`config.mk`:
```
export PLATFORM = sky130hd
export DESIGN_NAME = mem_stage
export DESIGN_NICKNAME = d
export VERILOG_FILES = /design/src/rtl/mem_stage_pkg.sv /design/src/rtl/mem_stage_load_align.sv /design/src/rtl/mem_stage.sv
export SDC_FILE = /design/constraint.sdc
export NUM_CORES = 1
export LEC_CHECK = 0
export CELL_PAD_IN_SITES_DETAIL_PLACEMENT = 1
export CELL_PAD_IN_SITES_GLOBAL_PLACEMENT = 1
export CORE_AREA = 4 4 187 189
export CTS_BUF_LIST = sky130_fd_sc_hd__clkbuf_8
export DETAILED_ROUTE_END_ITERATION = 10
export DIE_AREA = 0 0 191 193
export PLACE_DENSITY = 0.76
export SYNTH_ARGS = -nofsm -noshare
export SYNTH_HDL_FRONTEND = slang
export SYNTH_SLANG_ARGS = --single-unit
```
`constraint.sdc`:
```
create_clock -name clk -period 18.3 [get_ports clk]
set_input_delay 5.49 -clock clk [delete_from_list [all_inputs] [get_ports clk]]
set_output_delay 5.49 -clock clk [all_outputs]
set_load 0.01 [all_outputs]
```
`src/rtl/mem_stage_pkg.sv`:
```
// Shared widths, load-size encodings and bus layouts for the MEM stage.
// Field order in each struct is MSB first and matches the wire-level buses.
package mem_stage_pkg;

    localparam int ES_TO_MS_BUS_WD = 205;
    localparam int MS_TO_WS_BUS_WD = 200;
    localparam int MS_FORWARD_WD   = 40;

    localparam logic [1:0] LD_B = 2'b00;
    localparam logic [1:0] LD_H = 2'b01;
    localparam logic [1:0] LD_W = 2'b10;

    localparam int EXCP_ALE = 6;

    // Exception and CSR fields travel unchanged from EX to WB.
    typedef struct packed {
        logic        excp;
        logic [15:0] excp_num;
        logic [31:0] err_addr;
        logic        csr_we;
        logic [13:0] csr_num;
        logic [31:0] csr_wmask;
        logic [31:0] csr_wdata;
    } tail_t;

    typedef struct packed {
        logic [31:0] pc;
        logic        ertn;
        logic [4:0]  dest;
        logic        gr_we;
        logic        res_from_csr;
        logic        res_from_mem;
        logic        mem_req;
        logic [1:0]  ld_size;
        logic        ld_unsigned;
        logic [31:0] alu_result;
        tail_t       tail;
    } es_to_ms_t;

    typedef struct packed {
        logic [31:0] pc;
        logic        ertn;
        logic [4:0]  dest;
        logic        gr_we;
        logic        res_from_csr;
        logic [31:0] final_result;
        tail_t       tail;
    } ms_to_ws_t;

    typedef struct packed {
        logic        valid;
        logic        gr_we;
        logic [4:0]  dest;
        logic        data_pending;
        logic [31:0] result;
    } ms_forward_t;

endpackage

```
`src/rtl/mem_stage_load_align.sv`:
```
// Load data shifter/extender: selects byte/half/word at addr[1:0] and sign/zero extends.
// Purely combinational, no flow control.
module mem_stage_load_align
    import mem_stage_pkg::*;
(
    input  logic [31:0] rdata,
    input  logic [1:0]  addr,
    input  logic [1:0]  ld_size,
    input  logic        ld_unsigned,
    output logic [31:0] result
);

    logic [31:0] raw;

    always_comb begin
        raw    = rdata >> {addr, 3'b000};
        result = raw;
        case (ld_size)
            LD_B:    result = {{24{~ld_unsigned & raw[7]}}, raw[7:0]};
            LD_H:    result = {{16{~ld_unsigned & raw[15]}}, raw[15:0]};
            default: result = raw;
        endcase
    end

endmodule

```
`src/rtl/mem_stage.sv`:
```
// MEM stage: waits for data_sram responses, aligns load data, feeds WB; minimum 1 cycle residency.
// Stalls (ms_allowin=0) while a request's data is outstanding or WB withholds ws_allowin.
module mem_stage
    import mem_stage_pkg::*;
(
    input  logic                       clk,
    input  logic                       reset,
    input  logic                       es_to_ms_valid,
    input  logic [ES_TO_MS_BUS_WD-1:0] es_to_ms_bus,
    output logic                       ms_allowin,
    input  logic                       ws_allowin,
    output logic                       ms_to_ws_valid,
    output logic [MS_TO_WS_BUS_WD-1:0] ms_to_ws_bus,
    input  logic                       es_mem_inflight,
    input  logic                       data_sram_data_ok,
    input  logic [31:0]                data_sram_rdata,
    input  logic                       ws_ex,
    output logic                       ms_ex,
    output logic [MS_FORWARD_WD-1:0]   ms_forward
);

    es_to_ms_t   ms_q, ms_d;
    logic        ms_valid_q, ms_valid_d;
    logic        data_got_q, data_got_d;
    logic [31:0] data_buf_q, data_buf_d;
    logic [1:0]  discard_cnt_q, discard_cnt_d;

    logic        data_take;
    logic        data_got;
    logic        ms_ready_go;
    logic        data_pending;
    logic        discard_dec;
    logic [1:0]  discard_inc;
    logic [31:0] load_rdata;
    logic [31:0] load_result;
    logic [31:0] final_result;
    ms_to_ws_t   ws_out;
    ms_forward_t fwd_out;

    // Responses are owed to flushed requests first; only a clean counter lets data through.
    always_comb begin
        data_take    = data_sram_data_ok && (discard_cnt_q == 2'd0) && ms_valid_q
                       && ms_q.mem_req && !data_got_q;
        data_got     = data_got_q || data_take;
        ms_ready_go  = !ms_q.mem_req || ms_q.tail.excp || data_got;
        ms_allowin   = !ms_valid_q || (ms_ready_go && ws_allowin);
        ms_to_ws_valid = ms_valid_q && ms_ready_go && !ws_ex;
        ms_ex        = ms_valid_q && (ms_q.tail.excp || ms_q.ertn);
        data_pending = ms_valid_q && ms_q.res_from_mem && !ms_ready_go;
        load_rdata   = data_got_q ? data_buf_q : data_sram_rdata;
    end

    mem_stage_load_align u_load_align (
        .rdata       (load_rdata),
        .addr        (ms_q.alu_result[1:0]),
        .ld_size     (ms_q.ld_size),
        .ld_unsigned (ms_q.ld_unsigned),
        .result      (load_result)
    );

    always_comb begin
        final_result = ms_q.res_from_mem ? load_result : ms_q.alu_result;

        ws_out.pc           = ms_q.pc;
        ws_out.ertn         = ms_q.ertn;
        ws_out.dest         = ms_q.dest;
        ws_out.gr_we        = ms_q.gr_we;
        ws_out.res_from_csr = ms_q.res_from_csr;
        ws_out.final_result = final_result;
        ws_out.tail         = ms_q.tail;
        ms_to_ws_bus        = ws_out;

        fwd_out.valid        = ms_valid_q;
        fwd_out.gr_we        = ms_q.gr_we;
        fwd_out.dest         = ms_q.dest;
        fwd_out.data_pending = data_pending;
        fwd_out.result       = final_result;
        ms_forward           = fwd_out;
    end

    always_comb begin
        ms_d       = ms_q;
        ms_valid_d = ms_valid_q;
        data_got_d = data_got_q;
        data_buf_d = data_buf_q;

        if (data_take) begin
            data_got_d = 1'b1;
            data_buf_d = data_sram_rdata;
        end
        if (ms_allowin) begin
            ms_valid_d = es_to_ms_valid;
            data_got_d = 1'b0;
        end
        if (es_to_ms_valid && ms_allowin) begin
            ms_d = es_to_ms_bus;
        end
        if (ws_ex) begin
            ms_valid_d = 1'b0;
            data_got_d = 1'b0;
        end

        // A flush orphans the current load's request (if still unanswered) and any EX request.
        discard_inc = 2'd0;
        if (ws_ex) begin
            discard_inc = {1'b0, ms_valid_q && ms_q.mem_req && !data_got_q && !data_sram_data_ok}
                        + {1'b0, es_mem_inflight};
        end
        discard_dec   = data_sram_data_ok && (discard_cnt_q != 2'd0);
        discard_cnt_d = discard_cnt_q + discard_inc - {1'b0, discard_dec};
    end

    always_ff @(posedge clk) begin
        if (reset) begin
            ms_valid_q    <= 1'b0;
            data_got_q    <= 1'b0;
            discard_cnt_q <= 2'd0;
        end else begin
            ms_valid_q    <= ms_valid_d;
            data_got_q    <= data_got_d;
            discard_cnt_q <= discard_cnt_d;
        end
    end

    // Payload and data buffer are qualified by ms_valid_q/data_got_q, so they need no reset.
    always_ff @(posedge clk) begin
        ms_q       <= ms_d;
        data_buf_q <= data_buf_d;
    end

endmodule

```
* Word-level counts from Yosys, hierarchy flattened
Cells that the tools add are included.
Word-level totals: bits in registers 241, latch bits 0, memory bits (writable) 0, bits in read-only memories 0, input port bits 244, output and inout bits 243, logic and storage cells 64, memories 0
Cells by class: add/subtract/negate cells 3, $mul 0, div/mod/pow operators 0, order comparisons 0, equal/unequal tests 1, shift operators 1, mux-type cells 4, bitwise operators 3, reduce and logical (&&, ||, !) cells 31
Operators by type and width (count):
- 32-bit 2-to-1 mux | 2
- 32-bit one-hot mux with 2 select lines | 1
- 32-bit by 5-bit right shift with 32-bit output | 1
- 1-bit logical AND | 15
- 1-bit zero test | 6
- 1-bit logical OR | 5
- 2-bit zero test | 2
- 3-bit OR reduction | 1
- 1-bit by 1-bit adder with 2-bit output | 1
- 2-bit adder | 1
- 1-bit AND | 2
- 2-bit by 1-bit == test with 1-bit output, second input constant | 1
- 2-bit 2-to-1 mux | 1
- 2-bit nonzero test | 1
- 2-bit OR reduction | 1
- 2-bit by 1-bit subtractor with 2-bit output | 1
- 1-bit inverter | 1

* Depth between registers and ports, before layout
depth after elaboration 10, mapped depth 14, mapped depth without buffers 11

* Modules after synthesis
A second synthesis with hierarchy kept.
Second synthesis, totals: cell total of the unflattened synthesis 653, area total of the unflattened synthesis 10536.4 sq um
Modules (own cells, without submodules):
- mem_stage | times used 1, cells an instance 550, area an instance 9768.1 sq um, sequential area each 7196.9 sq um
- mem_stage_load_align | times used 1, cells an instance 103, area an instance 768.2 sq um, sequential area each 0.0 sq um

* Worst setup path after synthesis
OpenSTA, ideal clock, no wires.
kind input to register, start input data_sram_data_ok, end register ms_q, in the netlist ms_forward[33], enable pin, setup time 0.796 ns, data arrival time 14.885 ns, data required time 17.504 ns, slack 2.619 ns, stages on the path 3, buffers on the path 0, path through nor3b_1 o41ai_1 nor2b_1
Between the ends: longest elaborated chain between the ends 9
Ends and longest elaborated chain:
- start: declaration | RTL line mem_stage.sv:15 | input logic data_sram_data_ok,
- 1-bit logical AND (2 in a row) | RTL line mem_stage.sv:42 | data_take = data_sram_data_ok && (discard_cnt_q == 2'd0) && ms_valid_q
- 1-bit logical AND (2 in a row) | RTL line mem_stage.sv:43 | && ms_q.mem_req && !data_got_q;
- 1-bit logical OR | RTL line mem_stage.sv:44 | data_got = data_got_q || data_take;
- 1-bit logical OR | RTL line mem_stage.sv:45 | ms_ready_go = !ms_q.mem_req || ms_q.tail.excp || data_got;
- 1-bit logical AND | RTL line mem_stage.sv:46 | ms_allowin = !ms_valid_q || (ms_ready_go && ws_allowin);
- 1-bit logical OR | RTL line mem_stage.sv:46
- 1-bit logical AND | RTL line mem_stage.sv:95 | if (es_to_ms_valid && ms_allowin) begin
- end signal: assignment | RTL line mem_stage.sv:127 | ms_q <= ms_d;
- end: declaration | RTL line mem_stage.sv:22 | es_to_ms_t ms_q, ms_d;
No other way between the ends. A chain may end at the register's enable or synchronous reset.

* Final worst setup path
start input data_sram_rdata[31], end output ms_forward[17]
Between the ends: longest elaborated chain between the ends 5, elaborated cells on any way between the ends 6, classes of those cells shift: 1; mux: 3; bitwise: 2
Ends and longest elaborated chain:
- start: declaration | RTL line mem_stage.sv:16 | input logic [31:0] data_sram_rdata,
- 32-bit 2-to-1 mux (*) | RTL line mem_stage.sv:50 | load_rdata = data_got_q ? data_buf_q : data_sram_rdata;
- 32-bit by 5-bit right shift with 32-bit output (*) | RTL line mem_stage_load_align.sv:16 | raw = rdata >> {addr, 3'b000};
- 1-bit AND, on equally long branches | RTL line mem_stage_load_align.sv:20, mem_stage_load_align.sv:19
- 32-bit one-hot mux with 2 select lines (*) | RTL line mem_stage_load_align.sv:18 | case (ld_size)
- 32-bit 2-to-1 mux (*) | RTL line mem_stage.sv:62 | final_result = ms_q.res_from_mem ? load_result : ms_q.alu_result;
- end: declaration | RTL line mem_stage.sv:19 | output logic [MS_FORWARD_WD-1:0] ms_forward
Mark *: on every way between the ends. The rest lies on a longest branch, timed or not.

==> flow_summary.json <==
{
  "status": "complete, no violations",
  "cap_violations": 0,
  "dp_cells": 1394,
  "cpMostUsedCell": "clkdlybuf4s50_1",
  "cts_max_path_buffers": 3,
  "synthCells": 686,
  "n_fill_cell": 3309,
  "tightest_slew_ns": 1.060,
  "antenna_found_initial": 9,
  "yosysTopAreaCellShare": 0.6716,
  "cts_setup_buffers": 0,
  "clk_pin_slew_ns": 0.06,
  "synth_edf_count": 237,
  "num-nets-final": 1239,
  "p_leak_nw": 5.302,
  "wirelength_mm": 34.77,
  "yosysWarnings": 0,
  "async_reset_ff_frac": 0,
  "ys_seq_area_frac": 0.6792,
  "grt_pass1_vias": 7195,
  "root_buffer": "clkbuf_8",
  "cts_inserted_buffers": 44,
  "irDropWorstVdd_uv": 91.68,
  "ios": 487,
  "synthFlopType": "edfxtp_1",
  "dr_total_vias": 6639,
  "postSynthAreaPerCell_um2": 15.45,
  "row_count": 67,
  "fin_setup_tns_ns": 0,
  "grt.overflow.total": 0,
  "routed_via_density": 4.498,
  "hold_class": "reg -> reg",
  "numPortBuffers": 486,
  "ant_nets": 0,
  "critPathKind": "in -> out",
  "finClkSkew_ns": 0.01382,
  "multi_input_area_um2": 1730,
  "grt_pass1_wl_mm": 48.36,
  "final_max_slew_viol_count": 0,
  "clk_latency_ns": 0.56,
  "drt_pass1_iterations": 5,
  "rsz0062_at_grt": "no",
  "clkSinkCount": 241,
  "drc_errors": 0,
  "worstSetupEndpointType": "output pin",
  "slowest_stage": "or4_1",
  "slowest_delay_ns": 0.81,
  "syn_nets": 933,
  "startpoint_type": "primary input",
  "synth_area_leaders": "edfxtp_1 (67%), buf_4 (15%), mux2i_1 (4.3%)",
  "cts_tree": "done",
  "die_height_um": 193,
  "r2r_slack_ns": 15.74,
  "htree_levels": 2,
  "finalHoldViolations": 0,
  "synth_top_cell_by_area": "edfxtp_1",
  "layout.cells.non_filler": 1476,
  "die_area_um2": 36860,
  "synth.distinct_cells": 42,
  "drtIter0Drc": 328,
  "crit_path_max_fanout": 17,
  "grt_max_degree": 165,
  "final-setup-viol-count": 0,
  "syn2layout_area_growth_pct": 44.14,
  "die_x_um": 191,
  "ys_seq_elements": 241,
  "min_period_over_period": 0.7623,
  "slew_headroom": 0.2935,
  "core_area_um2": 33280,
  "worstPathArrival_ns": 8.46,
  "place.gp.congestion": 0.8095,
  "cellPowerDensity_nw_per_um2": 90.16,
  "dp_hpwl_mm": 26.92,
  "synth_area_um2": 10600,
  "drive_gt1_frac": 0.08585,
  "cts_resized": 0,
  "cts_hold_buf": 0,
  "critPathRequiredTime_ns": 12.81,
  "grt.total_usage": 0.1787,
  "initial_core_util": 0.3184,
  "ys_top_cells_by_count": "edfxtp_1 (237), buf_4 (209), mux2i_1 (45), o22ai_1 (26), a21oi_1 (25)",
  "min_period_ns": 13.95,
  "yosysMostFrequentCell": "edfxtp_1",
  "routedWlPerCell_um": 23.56,
  "seq_area_um2": 7198,
  "fmaxAchievable_mhz": 71.69,
  "crit_chain": "clkdlybuf4s50_1 > mux2i_1 > mux4_2 > or4_1 > a21oi_1 > clkdlybuf4s50_1"
}
-- registers in the layout, indices dropped and copies added, names as in the netlist --
signal,flops
data_buf_q,32
discard_cnt_q,2
data_got_q,1
ms_to_ws_bus,162
ms_q,37
ms_valid_q,1
ms_forward,6
-- cell families after synthesis --
kind of cell    synth area share
simple gates             0.03389
compound gates           0.04865
flops                     0.6792
fa+ha+maj               0.003543
buf+inv                   0.1600
xor+xnor                0.002480
mux                      0.07226
-- per-layer routing --
| layer | wire (µm) | share of wire | vias to the layer above | GRT usage |
|---|---|---|---|---|
| li1 | - | - | 2999 | - |
| met1 | 11530 | 0.33 | 3208 | 0.1826 |
| met2 | 18050 | 0.52 | 350 | 0.3190 |
| met3 | 4015 | 0.12 | 70 | 0.08534 |
| met4 | 1098 | 0.032 | 12 | 0.06657 |
| met5 | 74 | 0.0021 | - | 0 |
-- critical path: cells and delay by family --
family          cells  cell delay [ns]
compound gates      1             0.35
simple gates        1             0.81
mux                 2             0.63
buf+inv             2             1.15
-- path summary, 6_finish.rpt --
check                      startpoint                to  cells past startpoint
setup / recovery  data_sram_rdata[31]    ms_forward[17]                      6
hold / removal             ms_valid_q        data_got_q                      2
setup reg to reg           data_got_q  ms_to_ws_bus[69]                      4
hold reg to reg            ms_valid_q        data_got_q                      2
-- cell type report --
cell class                      count  share of cell area
Antenna cell                        3           0.0004915
Clock buffer                       45             0.04055
Clock inverter                     34             0.01319
Inverter                            3           0.0007373
Multi-Input combinational cell    207              0.1133
Sequential cell                   241              0.4713
Tap cell                          448             0.03670
Timing Repair Buffer              495              0.3237
-- stage by stage --
step,total power (W),cell area [µm²],utilization,hold slack [ns],setup WS [ns]
2_1_floorplan,0.0007920,10600,-,0.5109,2.619
3_3_place_gp,0.0008977,14450,0.4340,0.5722,4.415
3_5_place_dp,0.0009051,14450,0.4340,0.5957,4.327
4_1_cts,0.001402,15270,0.4587,0.6107,4.321
5_1_grt,0.001442,15270,0.4588,0.6499,4.225
6_report,0.001377,15270,0.4589,0.6100,4.350
-- power by group --
group,switching (W),internal [W],leakage (nW),total [W]
combinational,0.0000976,0.000134,2.51,0.000231
sequential,0.0000124,0.000647,2.31,0.000660
clock,0.000228,0.000258,0.474,0.000486
-- cells in the final DEF (no fill, tap or decap), drive strengths merged, types with 4 or more instances in the layout --
cell type,Yosys,routed
clkdlybuf4s50,0,486
clkbuf,16,45
edfxtp,237,237
inv,2,19
a221o,6,6
mux4,13,13
buf,219,9
nor4,19,19
dfxtp,4,4
clkinv,1,15
nand2,5,5
o22ai,26,26
o2bb2ai,7,7
nor2,17,17
nor2b,5,5
nand2b,5,5
a21oi,25,25
mux2i,45,45
Note: power is estimated with default switching activity, not from simulation.
